==> src/rtl/branch_resolver_pkg.sv <==
// Shared definitions for the branch resolver: opcode encodings and FSM state type.
package branch_resolver_pkg;

  localparam int unsigned OP_W = 2;

  localparam logic [OP_W-1:0] OP_BEQ = 2'b00;
  localparam logic [OP_W-1:0] OP_BNE = 2'b01;
  localparam logic [OP_W-1:0] OP_BLT = 2'b10;
  localparam logic [OP_W-1:0] OP_BGE = 2'b11;

  typedef enum logic [1:0] {
    IDLE = 2'd0,
    EVAL = 2'd1,
    RESP = 2'd2
  } state_t;

endpackage

==> src/rtl/branch_cond.sv <==
// Combinational branch condition evaluation.
// Ports: op (branch opcode), a, b (WIDTH operands); taken_c (condition true, combinational).
module branch_cond
  import branch_resolver_pkg::*;
#(
  parameter int unsigned WIDTH = 32
) (
  input  logic [OP_W-1:0]  op,
  input  logic [WIDTH-1:0] a,
  input  logic [WIDTH-1:0] b,
  output logic             taken_c
);

  logic neq_c;
  logic lt_c;

  isNotEqual #(.WIDTH(WIDTH)) u_neq (
    .a     (a),
    .b     (b),
    .neq_c (neq_c)
  );

  // Signed compare: operands are two's complement register values.
  assign lt_c = ($signed(a) < $signed(b));

  // Opcode select of the condition.
  always_comb begin
    taken_c = 1'b0;
    case (op)
      OP_BEQ:  taken_c = !neq_c;
      OP_BNE:  taken_c = neq_c;
      OP_BLT:  taken_c = lt_c;
      OP_BGE:  taken_c = !lt_c;
      default: taken_c = 1'b0;
    endcase
  end

endmodule

==> src/rtl/isNotEqual.sv <==
// Operand inequality detector shared with the ALU comparators.
// Ports: a, b (WIDTH operands); neq_c (1 when a != b, combinational).
module isNotEqual #(
  parameter int unsigned WIDTH = 32
) (
  input  logic [WIDTH-1:0] a,
  input  logic [WIDTH-1:0] b,
  output logic             neq_c
);

  assign neq_c = (a != b);

endmodule

==> src/rtl/branch_resolver.sv <==
// Branch resolver: accepts one branch request, evaluates it, holds the resolved
// next PC until consumed, and keeps a saturating count of taken branches.
// Ports: clk, rst_n; in_valid/in_ready + in_op/in_a/in_b/in_target/in_pc_next
// (request); out_valid/out_ready + out_taken/out_pc (result);
// clr_count (synchronous counter clear); taken_count (saturating taken count).
module branch_resolver
  import branch_resolver_pkg::*;
#(
  parameter int unsigned WIDTH = 32,
  parameter int unsigned CNT_W = 16
) (
  input  logic             clk,
  input  logic             rst_n,
  input  logic             in_valid,
  output logic             in_ready,
  input  logic [OP_W-1:0]  in_op,
  input  logic [WIDTH-1:0] in_a,
  input  logic [WIDTH-1:0] in_b,
  input  logic [WIDTH-1:0] in_target,
  input  logic [WIDTH-1:0] in_pc_next,
  output logic             out_valid,
  input  logic             out_ready,
  output logic             out_taken,
  output logic [WIDTH-1:0] out_pc,
  input  logic             clr_count,
  output logic [CNT_W-1:0] taken_count
);

  state_t           state;
  state_t           state_nxt;
  logic             accept_c;
  logic             eval_c;
  logic             taken_c;

  logic [OP_W-1:0]  op_q;
  logic [WIDTH-1:0] a_q;
  logic [WIDTH-1:0] b_q;
  logic [WIDTH-1:0] target_q;
  logic [WIDTH-1:0] pc_next_q;

  branch_cond #(.WIDTH(WIDTH)) u_cond (
    .op      (op_q),
    .a       (a_q),
    .b       (b_q),
    .taken_c (taken_c)
  );

  // State register plus registered result-valid flag.
  always_ff @(posedge clk or negedge rst_n) begin
    if (!rst_n) begin
      state     <= IDLE;
      out_valid <= 1'b0;
    end else begin
      state     <= state_nxt;
      out_valid <= (state_nxt == RESP);
    end
  end

  // Next-state and control decode.
  always_comb begin
    state_nxt = state;
    in_ready  = 1'b0;
    accept_c  = 1'b0;
    eval_c    = 1'b0;
    case (state)
      IDLE: begin
        in_ready = 1'b1;
        if (in_valid) begin
          accept_c  = 1'b1;
          state_nxt = EVAL;
        end
      end
      EVAL: begin
        eval_c    = 1'b1;
        state_nxt = RESP;
      end
      RESP: begin
        if (out_ready) state_nxt = IDLE;
      end
      default: state_nxt = IDLE;
    endcase
  end

  // Request capture on accept.
  always_ff @(posedge clk or negedge rst_n) begin
    if (!rst_n) begin
      op_q      <= OP_BEQ;
      a_q       <= '0;
      b_q       <= '0;
      target_q  <= '0;
      pc_next_q <= '0;
    end else if (accept_c) begin
      op_q      <= in_op;
      a_q       <= in_a;
      b_q       <= in_b;
      target_q  <= in_target;
      pc_next_q <= in_pc_next;
    end
  end

  // Result registers; held until the next evaluation.
  always_ff @(posedge clk or negedge rst_n) begin
    if (!rst_n) begin
      out_taken <= 1'b0;
      out_pc    <= '0;
    end else if (eval_c) begin
      out_taken <= taken_c;
      out_pc    <= taken_c ? target_q : pc_next_q;
    end
  end

  // Saturating taken counter; clear has priority over increment.
  always_ff @(posedge clk or negedge rst_n) begin
    if (!rst_n) begin
      taken_count <= '0;
    end else if (clr_count) begin
      taken_count <= '0;
    end else if (eval_c && taken_c && (taken_count != '1)) begin
      taken_count <= taken_count + CNT_W'(1);
    end
  end

endmodule
==> config.mk <==
export PLATFORM = sky130hd
export DESIGN_NAME = branch_resolver
export DESIGN_NICKNAME = d
export VERILOG_FILES = /design/src/rtl/branch_resolver_pkg.sv /design/src/rtl/branch_cond.sv /design/src/rtl/isNotEqual.sv /design/src/rtl/branch_resolver.sv
export SDC_FILE = /design/constraint.sdc
export NUM_CORES = 1
export LEC_CHECK = 0
export ABC_AREA = 0
export CAP_MARGIN = 10
export CORE_ASPECT_RATIO = 0.75
export CORE_MARGIN = 2
export CORE_UTILIZATION = 50
export CTS_CLUSTER_DIAMETER = 100
export DETAILED_ROUTE_END_ITERATION = 6
export DONT_BUFFER_PORTS = 1
export PLACE_DENSITY = 0.67
export SETUP_SLACK_MARGIN = 0.4
export SLEW_MARGIN = 15
export SYNTH_ARGS = -nofsm -noshare
export SYNTH_HDL_FRONTEND = slang
export SYNTH_SLANG_ARGS = --single-unit
export TNS_END_PERCENT = 1
==> constraint.sdc <==
create_clock -name clk -period 2.98 [get_ports clk]
set_input_delay 0.596 -clock clk [delete_from_list [all_inputs] [get_ports clk]]
set_output_delay 0.596 -clock clk [all_outputs]
set_load 0.02 [all_outputs]
==> results_dict.tcl, run 1 <==
set metrics [dict create \
    clock_latency_ps 440 \
    chipHeight_um 117 \
    max-cap-violations 0 \
    clockBufferDepth 2 \
    area_delta_synth_final_pct 13.4 \
    yosysTopAreaCell "dfrtp_1" \
    cp.required_ps 3290 \
    setup_tns_ps 0 \
    ff2ff_setup_slack_ps 70 \
    cp-end-kind "register" \
    ys_ff_latch 182 \
    grtUsageMet3_pct 6.53 \
    io_pins 186 \
    grt_pass1_vias 5841 \
    met1_usage_pct 27.6 \
    leakage_uw 0.00410 \
    hpwl_um 13000 \
    vias 5717 \
    p_sw_uw 4670 \
    rsz0062_at_grt "yes" \
    synth_top_area_share_pct 53.9 \
    antenna_found_initial 5 \
    drtIter0Drc 479 \
    grt_max_degree 183 \
    p_clk_share_pct 19.5 \
    wirelength_um 19100 \
    skew_ps 13.2 \
    cp_max_fo 9 \
    htreeDepth 4 \
    synth_most_common_cell "dfrtp_1" \
    synth.area.top_cells "dfrtp_1, mux2_2, ha_1, o21ai_0, nor2_1" \
    fin_ws_ps 65.1 \
    start_util_pct 50.6 \
    worstSetupPathType "reg2reg" \
    drive_above_1_share_pct 26.0 \
    port_buffers 0 \
    numCtsBuffers 17 \
    fin_area_mm2 0.00958 \
    gp_congestion 0.802 \
    peakVddDrop_v 0.000641 \
    yosysWarnings 0 \
    die_area_mm2 0.0180 \
    hold_viol_final 182 \
    syn_avg_cell_area_um2 11.1 \
    fin_crit_sh_pct 97.8 \
    synth_edf_count 0 \
    async_reset_ff_share_pct 100 \
    viasPerCell 5.76 \
    netlist_area_mm2 0.00844 \
    die_width_um 154 \
    cts_tree "done" \
    cts-root-buf "clkbuf_16" \
    crit_arrival_ps 3230 \
    ant_nets 0 \
    start_kind "register" \
    grt_busiest_layer "met2" \
    internal_power_uw 7070 \
    drc 0 \
    dr.pass1.iters 4 \
    swShare_pct 39.8 \
    violations "negative hold slack" \
    synth_commonest_cells "dfrtp_1, mux2_2, o21ai_0, nor2_1, nand2_1" \
    place_area_mm2 0.00879 \
    grt_pass1_wl_um 30400 \
    hold_slack_ps -148 \
    power_frac_comb_pct 41.1 \
    rows 41 \
    avgRoutedWirePerCell_um 19.3 \
    fill_cells 1387 \
    grt.total_usage_pct 21.7 \
    slew_violations 0 \
    grt.overflow.total 0 \
    max_freq_ghz 0.343 \
    clkSinkCount 182 \
    fp.coreArea_mm2 0.0167 \
    synthesis.nets 931 \
    worstMarginPinSlew_ps 545 \
    synth.distinct_cells 43 \
    period_needed_ps 2910 \
    synthFlopType "dfrtp_1" \
    grtUsageMet2_pct 34.7 \
    fin_util_pct 57.4 \
    hp-class "in2async" \
    syn_inst 763 \
    multi_input_area_mm2 0.00374 \
    outcome "complete, but fails checks" \
    nNetsFinal 928 \
    r2r-end "taken_count[0]" \
    clk_pin_slew_worst_paths_ps 70 \
    p_per_area_mw_per_mm2 1230 \
    setup_viol 0 \
    power_frac_seq_pct 39.4 \
    r2r_start "b_q[14]" \
    r2r_cells 11 \
    dp_slack_ps 34.6 \
    relSlewSlack_pct 63.7 \
    seqCellArea_mm2 0.00455 \
    synth-seq-area-share_pct 53.9 \
]
routing by layer:
layer	wire length, um	part of all wire [%]
met5	20	0.10
met4	383	2.0
met3	1220	6.4
met2	9460	49
met1	8060	42
kinds of logic (layout without fill, tap and decap cells):
logic type | after synthesis | after routing | synth area share (%)
simple gates | 211 | 211 | 12.0
compound gates | 136 | 136 | 9.38
flops | 182 | 182 | 53.9
fa+ha+maj | 33 | 33 | 4.89
other cells | 0 | 4 | 0
mux | 122 | 122 | 16.2
buf+inv | 79 | 89 | 3.60
worst max-delay path, cell delays in order, from the launching register on:
cell and delay (ps):
dfrtp_1 330, inv_1 50, ha_1 320, nand4_1 140
nor2_1 60, a221o_1 340, or3_4 380, a211oi_4 340
nor2_4 80, buf_12 150, mux2_4 310, mux2_4 300
sequential cells by signal, summed over array words and instances, names as in the netlist:
| register | count |
|---|---|
| op_q | 2 |
| out_taken | 1 |
| out_valid | 1 |
| b_q | 32 |
| a_q | 32 |
| pc_next_q | 32 |
| out_pc | 32 |
| state | 2 |
| taken_count | 16 |
| target_q | 32 |
power groups by stage:
stage          Clock (uW)  Sequential, uW  Combinational [uW]
3_5_place_dp            0            4630                4410
6_report             2290            4630                4820
5_1_grt              2450            4760                5360
2_1_floorplan           0            4370                3330
4_1_cts              2340            4590                4520
3_3_place_gp            0            4570                4230
through the flow:
stage | power (uW) | instances | hold WS [ps]
global route | 12600 | 991 | -175
finish | 11700 | 992 | -148
floorplan | 7700 | 763 | 300
detailed placement | 9040 | 954 | 304
CTS | 11400 | 987 | -170
global placement | 8800 | 954 | 304
worst max path at each step:
stage,start,to,slack (ps),depth (start not counted)
detailed placement,a_q[11],taken_count[7],30,9
finish,b_q[14],taken_count[0],70,11
floorplan,a_q[5],taken_count[0],290,9
CTS,a_q[13],taken_count[0],80,10
global placement,a_q[11],taken_count[15],130,9
global route,a_q[10],taken_count[0],-40,10
area by class of cell:
type                            instances  area share, %
Multi-Input combinational cell        502           39.1
Clock buffer                           17           4.44
Timing Repair Buffer                   20           2.65
Inverter                               37           1.45
Tap cell                              215           2.81
Clock inverter                         15           1.88
Sequential cell                       182           47.6
Antenna cell                            4          0.105
timing repair:
action | CTS | global route
endpoints found under the hold margin | 182 | 182
setup endpoints to repair | 49 | 49
setup buffers | 1 | 1
pin swaps | 4 | 42
gates resized for setup | 4 | 51
cells in the final DEF (no fill, tap or decap), types with 3 or more instances in the layout:
master	count
a21oi_1	13
a31oi_1	32
buf_12	8
buf_4	11
clkbuf_16	17
dfrtp_1	182
diode_2	4
ha_1	32
inv_1	37
inv_8	6
mux2_1	4
mux2_2	107
mux2i_1	9
nand2_1	48
nand2b_1	4
nand3_1	44
nand4_1	10
nor2_1	60
nor2b_1	13
nor3_1	14
nor4_1	4
o211ai_1	3
o21ai_0	42
o21ai_1	11
o21ai_2	22
(Power assumes the default switching activity.)
==> run 2: changes to the inputs <==
--- a/config.mk
+++ b/config.mk
@@ -13,6 +13,7 @@
 export CTS_CLUSTER_DIAMETER = 100
 export DETAILED_ROUTE_END_ITERATION = 6
 export DONT_BUFFER_PORTS = 1
+export HOLD_SLACK_MARGIN = 0.05
 export PLACE_DENSITY = 0.67
 export SETUP_SLACK_MARGIN = 0.4
 export SLEW_MARGIN = 15
==> results of run 2 <==
Final layout, timing and power as in run 1 (identical DEF).
==> run 3: changes to the inputs <==
==> constraint.sdc (replaced) <==
create_clock -name clk -period 2.98 [get_ports clk]
set_input_delay 0.745 -clock clk [delete_from_list [all_inputs] [get_ports clk]]
set_output_delay 0.745 -clock clk [all_outputs]
set_load 0.02 [all_outputs]
==> results of run 3 <==
The final DEF is identical to that of run 1. Status: finished clean.
Among the figures that moved: hold slack -148 ps -> 1.31 ps; number of hold violations in the final report 182 -> 0
